`config.mk`:
```
export PLATFORM = sky130hd
export DESIGN_NAME = rom_fetch_unit
export DESIGN_NICKNAME = d
export VERILOG_FILES = /design/src/rtl/rom_fetch_unit.sv
export SDC_FILE = /design/constraint.sdc
export NUM_CORES = 1
export LEC_CHECK = 0
export BUFFER_PORTS_ARGS = -buffer_cell sky130_fd_sc_hd__buf_2
export CAP_MARGIN = 20
export CORE_MARGIN = 10
export CORE_UTILIZATION = 50
export DETAILED_ROUTE_END_ITERATION = 8
export GPL_TIMING_DRIVEN = 0
export PLACE_DENSITY = 0.76
export SLEW_MARGIN = 20
export SYNTH_ARGS = -nofsm -noshare
export SYNTH_HDL_FRONTEND = slang
export SYNTH_SLANG_ARGS = --single-unit
```
`constraint.sdc`:
```
create_clock -name clk -period 1.73 [get_ports clk]
set_input_delay 0.173 -clock clk [delete_from_list [all_inputs] [get_ports clk]]
set_output_delay 0.173 -clock clk [all_outputs]
set_load 0.1 [all_outputs]
```
`src/rtl/rom_fetch_unit.sv`:
```
// ---------------------------------------------------------------------------
// rom_fetch_unit
//   Instruction fetch sequencer for a combinational program ROM. Reads one
//   opcode word plus 0-3 operand words (count = opcode[1:0]) and presents the
//   assembled instruction to the execute stage over a valid/ready handshake.
//   Execute may redirect the program counter at any time with jump.
// ---------------------------------------------------------------------------
module rom_fetch_unit #(
    parameter int              AW       = 16,
    parameter int              DW       = 16,
    parameter logic [AW-1:0]   RESET_PC = '0
) (
    input  logic          clk,
    input  logic          rst_n,
    output logic [AW-1:0] rom_a,
    input  logic [DW-1:0] rom_d,
    output logic [DW-1:0] opcode,
    output logic [DW-1:0] arg0,
    output logic [DW-1:0] arg1,
    output logic [DW-1:0] arg2,
    output logic [1:0]    nargs,
    output logic [AW-1:0] instr_pc,
    output logic          valid,
    input  logic          ready,
    input  logic          jump,
    input  logic [AW-1:0] jump_addr
);

    typedef enum logic [1:0] {
        FETCH_OP  = 2'd0,
        FETCH_ARG = 2'd1,
        PRESENT   = 2'd2
    } state_t;

    state_t        state;
    logic [AW-1:0] pc;
    logic [1:0]    idx;

    // The ROM is addressed straight from the PC register, so neither ready
    // nor jump can reach rom_a combinationally.
    assign rom_a = pc;

    // Fetch sequencer: PC, state, operand index and all instruction outputs.
    always_ff @(posedge clk or negedge rst_n) begin
        if (!rst_n) begin
            // NOTE: every register here, outputs included, gets a reset value so
            // execute never sees stale data from before reset.
            pc       <= RESET_PC;
            state    <= FETCH_OP;
            idx      <= 2'd0;
            valid    <= 1'b0;
            opcode   <= '0;
            arg0     <= '0;
            arg1     <= '0;
            arg2     <= '0;
            nargs    <= 2'd0;
            instr_pc <= '0;
        end else if (jump) begin
            // Redirect wins over everything else this cycle. A handshake that
            // completes on the same edge is still consumed, since valid drops
            // and fetch restarts at the target either way. The presented
            // fields keep their old values; only valid goes low.
            pc    <= jump_addr;
            state <= FETCH_OP;
            idx   <= 2'd0;
            valid <= 1'b0;
        end else begin
            case (state)
                FETCH_OP: begin
                    // NOTE: non-blocking assignments throughout, so every
                    // right-hand side sees the pre-edge register values.
                    opcode   <= rom_d;
                    nargs    <= rom_d[1:0];
                    instr_pc <= pc;
                    arg0     <= '0;
                    arg1     <= '0;
                    arg2     <= '0;
                    pc       <= pc + AW'(1);
                    idx      <= 2'd0;
                    state    <= (rom_d[1:0] == 2'd0) ? PRESENT : FETCH_ARG;
                end
                FETCH_ARG: begin
                    case (idx)
                        2'd0:    arg0 <= rom_d;
                        2'd1:    arg1 <= rom_d;
                        default: arg2 <= rom_d;
                    endcase
                    // PC wraps modulo 2^AW, so operands may straddle the top.
                    pc  <= pc + AW'(1);
                    idx <= idx + 2'd1;
                    if ((idx + 2'd1) == nargs) begin
                        state <= PRESENT;
                    end
                end
                PRESENT: begin
                    // First cycle here raises valid; afterwards hold until
                    // execute accepts. PC already points at the next opcode.
                    if (!valid) begin
                        valid <= 1'b1;
                    end else if (ready) begin
                        valid <= 1'b0;
                        state <= FETCH_OP;
                    end
                end
                // NOTE: the two-bit encoding has one unused value; recover to a
                // clean fetch rather than stalling forever.
                default: begin
                    state <= FETCH_OP;
                    valid <= 1'b0;
                end
            endcase
        end
    end

    // Operand count always mirrors the low opcode bits.
    a_nargs_match : assert property (
        @(posedge clk) disable iff (!rst_n) nargs == opcode[1:0]
    );

    // valid is only ever raised from the presentation state.
    a_valid_in_present : assert property (
        @(posedge clk) disable iff (!rst_n) valid |-> (state == PRESENT)
    );

    // A stalled instruction holds every output and the ROM address.
    a_hold_while_stalled : assert property (
        @(posedge clk) disable iff (!rst_n)
        (valid && !ready && !jump) |=>
            valid && $stable({opcode, arg0, arg1, arg2, nargs, instr_pc, rom_a})
    );

endmodule

```
# == Yosys cells after proc, flatten, opt, wreduce, memory -nomap -nowiden ==
# Cells that the tools add are included.
# word_totals
elab_cells,57
out_inout_bits,99
ff_bits,103
in_bits,36
# classes
addsub,2
eq_ne,11
bitwise_logic,1
n_reduce_logical,13
mux,20
# op_table
operator,n
16-bit case mux with 2 select lines,3
16-bit two-way mux,5
16-bit by 1-bit adder with 16-bit output (second input constant),1
2-bit two-way mux,6
3-bit AND reduction,4
3-bit != test (second input constant),3
2-bit zero test,3
2-bit by 1-bit != test with 1-bit output (second input constant),3
2-bit case mux with 3 select lines,1
2-bit by 1-bit equality test with 1-bit output (second input constant),2
2-bit case mux with 2 select lines,1
2-bit nonzero test,2
2-bit OR reduction,2
1-bit two-way mux,3
3-bit nonzero test,1
2-bit by 1-bit adder with 2-bit output (second input constant),1
2-bit equality test,1
2-bit equality test (second input constant),1
2-bit != test (second input constant),1
1-bit case mux with 2 select lines,1
2-bit AND reduction,1
1-bit inverter,1

# == Logic depth before layout (Yosys ltp) ==
# logic_depth
depth_word,5
depth_mapped,7
depth_no_buf,6

# == Least setup slack after synthesis ==
# Ideal clock, no wire load.
# synth_path
path_type,register to register
startpoint,"reg pc[0], in the netlist rom_a[0]"
endpoint,"reg pc[14], in the netlist rom_a[14]"
path_buffers,0
arrival_time_ns,2.200
stages_incl_launch_ff,6
period_less_slack_ns,2.325
setup_slack_ns,-0.595
setup_ns,0.125
t_required_ns,1.605
cell_sequence,dfrtp_1 -> ha_1 -> nand4b_4 -> nor4_2 -> xor2_1 -> mux2_2
# synth_between
elab_chain_len,3
# synth_lines
element,line_no,source
"start, declared",36,logic [AW-1:0] pc;
"start signal, assigned",63,pc <= jump_addr;
"start signal, assigned",78,pc <= pc + AW'(1);
"start signal, assigned",89,pc <= pc + AW'(1);
16-bit by 1-bit adder with 16-bit output,"78, 89",
16-bit two-way mux,-,
16-bit two-way mux,58,end else if (jump) begin
# No other way between the ends. The select of a mux whose other input is x is not followed.
# A chain may end at the register's enable or synchronous reset.

# == Worst setup path after layout ==
# layout_path
startpoint,reg state[1]
endpoint,reg opcode[13]
# layout_between
elab_chain_len,2
# layout_lines
element,line_no,source
"start, declared",35,state_t state;
"start signal, assigned",80,state <= (rom_d[1:0] == 2'd0) ? PRESENT : FETCH_ARG;
2-bit zero test,68,case (state)
2-bit AND reduction (no source line),-,
"end signal, assigned",72,opcode <= rom_d;
"end, declared",17,"output logic [DW-1:0] opcode,"
# No other way between the ends.

==> impl_metrics.csv <==
group,metric,value,unit
run_status,run_status,"complete, no violations",
cts,clk_pin_slew,0.10,ns
yosys,synth_compound_gate_area_share,8.48,%
critical_path,critPathRequiredTime,1.98,ns
die,fp.coreArea,0.00818,sq mm
yosys,synth-simple-area-share,13.8,%
cells_and_area,final_nets,554,
placed_design,dp_hpwl,8.38,mm
critical_path,timing.reg2reg.worst_path_depth,3,
sta,timing.final.crit_share,94.6,%
yosys,post_synthesis_sequential_area_ratio,60.8,%
die,initial_cell_density_of_the_core,50.9,%
critical_path,timing.critical_path.slowest_stage_cell,"sky130_fd_sc_hd__dfrtp_1",
yosys,synth.ff_latch_count,101,
die,die_x,111,um
sta,unrepaired_setup_endpoints_after_global_routing,"false",
yosys,postSynthNetCount,404,
die,dieArea,0.0124,sq mm
critical_path,crit_path_max_fanout,10,
critical_path,setup.worst_path.class,"reg -> reg",
cells_and_area,final_common_cell,"sky130_fd_sc_hd__buf_2",
hold_path,worstHoldPathType,"in -> reg",
die,chipHeight,111,um
placed_design,gp_congestion,0.797,
critical_path,slowest_delay,0.46,ns
yosys,async_flop_share,100,%
cells_and_area,post_route_cells_drive_above_1_share,44.2,%
cts,clock_sink_count,101,
yosys,synth_xor_area_share,3.58,%
global_routing,groute.usage.overall,17.8,%
critical_path,cp.depth,3,
global_routing,antenna_found_initial,0,
yosys,synth_top_flop_cell,"sky130_fd_sc_hd__dfrtp_1",
detailed_routing,totalWireLength,11.1,mm
detailed_routing,route.antenna.remaining_nets,0,
die,io_pins,135,
detailed_routing,detail_route.wl_per_cell,17.7,um
sta,transition_time_at_the_pin_with_the_least_slew_margin,0.516,ns
sta,f_max,611,MHz
cts,clock_insertion_delay_worst_skew,0.37,ns
detailed_routing,detailroute.via_count,3282,
yosys,synth.lib_cells_used.distinct,32,
sta,timing.final.max_slew_violations,0,
yosys,synth_fa_ha_area_share,0.902,%
critical_path,cp_cell_sequence,"nor3_2 -> buf_2 -> mux2_2",
yosys,post_synth_inst_count,365,
yosys,synth_top_family_by_area,"simple AND/OR/NAND/NOR gates",
yosys,yosysWarningCount,0,
yosys,synth.avg_cell_area,11.4,sq um
cts,htree_num_levels,3,
die,rows,33,
yosys,yosys.area.top_type_share,60.8,%
critical_path,endpoint_kind,"flip-flop",
detailed_routing,firstDrtPassIters,4,
run,maxCapViolations,0,
critical_path,r2r_slack,0.09,ns
sta,finalSetupViolCount,0,
critical_path,setup.worst_path.start_class,"flip-flop",
detailed_routing,post-route-drc-count,0,
sta,post-route-min-period,1.64,ns
sta,finClkSkew,0.00962,ns
global_routing,globalRoute.totalOverflow,0,
sta,worst_rel_slew_slack,65.9,%
yosys,netlist_area,0.00416,sq mm
detailed_routing,route.detailed.vias_per_inst,5.25,
yosys,yosys-mux-area-fraction,9.71,%
global_routing,grt_start_max_net_pins,56,
cts,tritoncts,"done",
critical_path,critPathArrivalTime,1.89,ns
sta,timing.final.hold_violations,0,
critical_path,critPathBufInv,1,
cells_and_area,areaGrowthSynthToFinish,26.8,%
cells_and_area,finish.utilization,64.5,%
placed_design,port_buffers,133,
cts,tritoncts_buffers,9,
cts,ctsLongestPathBuffers,2,
detailed_routing,first_iter_violations,97,
yosys,synth_area_leader_cell,"sky130_fd_sc_hd__dfrtp_1",
cells_and_area,layout.cells.most_common_list,"sky130_fd_sc_hd__buf_2, sky130_fd_sc_hd__dfrtp_1, sky130_fd_sc_hd__nand2_1, sky130_fd_sc_hd__o21ai_0, sky130_fd_sc_hd__mux2_2",
yosys,synth_top_cells_by_area,"sky130_fd_sc_hd__dfrtp_1, sky130_fd_sc_hd__mux2_2, sky130_fd_sc_hd__nand2_1, sky130_fd_sc_hd__o21ai_0, sky130_fd_sc_hd__xnor2_1",
global_routing,grt_first_pass_wirelength,18.1,mm
cts,root_buffer_master,"sky130_fd_sc_hd__clkbuf_8",
cells_and_area,num_antenna_cells,0,
critical_path,crit_path_max_delay_family,"flip-flops",
hold_path,min_path_cells,3,
yosys,synth-edff-count,0,
global_routing,vias_in_the_first_global_route,3465,
## per-stage QoR
| stage | TNS (ns) | instance area (sq um) | cells | hold WS, ns | worst slack [ns] |
|---|---|---|---|---|---|
| 2_1_floorplan | -0.0455 | 4210 | 365 | -0.123 | -0.0455 |
| 3_3_place_gp | -55.28 | 5000 | 603 | 0.381 | -0.839 |
| 3_5_place_dp | -0.00616 | 5040 | 604 | 0.128 | -0.00311 |
| 4_1_cts | 0 | 5240 | 622 | 0.00208 | 0.00634 |
| 5_1_grt | 0 | 5280 | 625 | 0.0205 | 0.0315 |
| 6_report | 0 | 5280 | 625 | 0.0159 | 0.0927 |
## cells in the mapped netlist, types with 3 or more instances
| master | number |
|---|---|
| sky130_fd_sc_hd__a21oi_1 | 3 |
| sky130_fd_sc_hd__buf_2 | 6 |
| sky130_fd_sc_hd__clkbuf_1 | 11 |
| sky130_fd_sc_hd__dfrtp_1 | 101 |
| sky130_fd_sc_hd__ha_1 | 3 |
| sky130_fd_sc_hd__inv_1 | 4 |
| sky130_fd_sc_hd__mux2_2 | 33 |
| sky130_fd_sc_hd__nand2_1 | 83 |
| sky130_fd_sc_hd__nand3_1 | 5 |
| sky130_fd_sc_hd__nor2_1 | 3 |
| sky130_fd_sc_hd__nor3_1 | 4 |
| sky130_fd_sc_hd__nor4_2 | 4 |
| sky130_fd_sc_hd__o21ai_0 | 50 |
| sky130_fd_sc_hd__o21ai_1 | 16 |
| sky130_fd_sc_hd__xnor2_1 | 10 |
| sky130_fd_sc_hd__xor2_1 | 7 |
## area by class of cell
type	instances	area, sq um
multi-input cells	239	1530
fillers	679	2900
flip-flops and latches	101	2560
plain buffers	20	110
repair buffers	139	742
clock inverters	7	60.1
well taps	105	131
inverters	5	18.8
clock buffers	9	124
## cell families after synthesis
logic type                 Yosys count
buffers and inverters               25
AOI/OAI and AO/OA                   70
muxes                               36
and+or+nand+nor                    113
adders and majority gates            3
xor gates and xnor gates            17
DFF                                101
## registers in the layout, indices dropped and copies added (netlist names)
signal and flops:
arg1 16, instr_pc 16, rom_a 16, arg2 16
idx 2, opcode 16, arg0 16, valid 1
state 2
## path summary, 6_finish.rpt
check                              from    endpoint
max in group asynchronous         rst_n    rom_a[7]
max                            state[1]  opcode[13]
min                        jump_addr[1]    rom_a[1]
min in group asynchronous         rst_n   opcode[2]
min reg2reg                    arg1[12]    arg1[12]
max reg2reg                    state[1]  opcode[13]
## layer usage
layer	GRT usage (%)	vias up	routed length [um]
met1	23.0	1594	4800
met5	0	-	0
met2	27.6	138	5200
met3	6.44	12	945
met4	4.71	0	119
li1	-	1538	-
## repair_timing
action / in CTS / in global routing
hold endpoints to repair: 47 / 0
resized for setup: 2 / 13
setup buffers: 0 / 3
endpoints found under the setup margin: 4 / 41
hold buffers: 2 / 0
pin swaps: 0 / 1
## worst min-delay path, cell delays in order
cell and delay [ns]:
sky130_fd_sc_hd__buf_2 0.07, sky130_fd_sc_hd__nand2_1 0.04, sky130_fd_sc_hd__o21ai_0 0.06
Power is not shown: default switching activity piles up to over one toggle a cycle in this logic, so the estimate is an artifact.
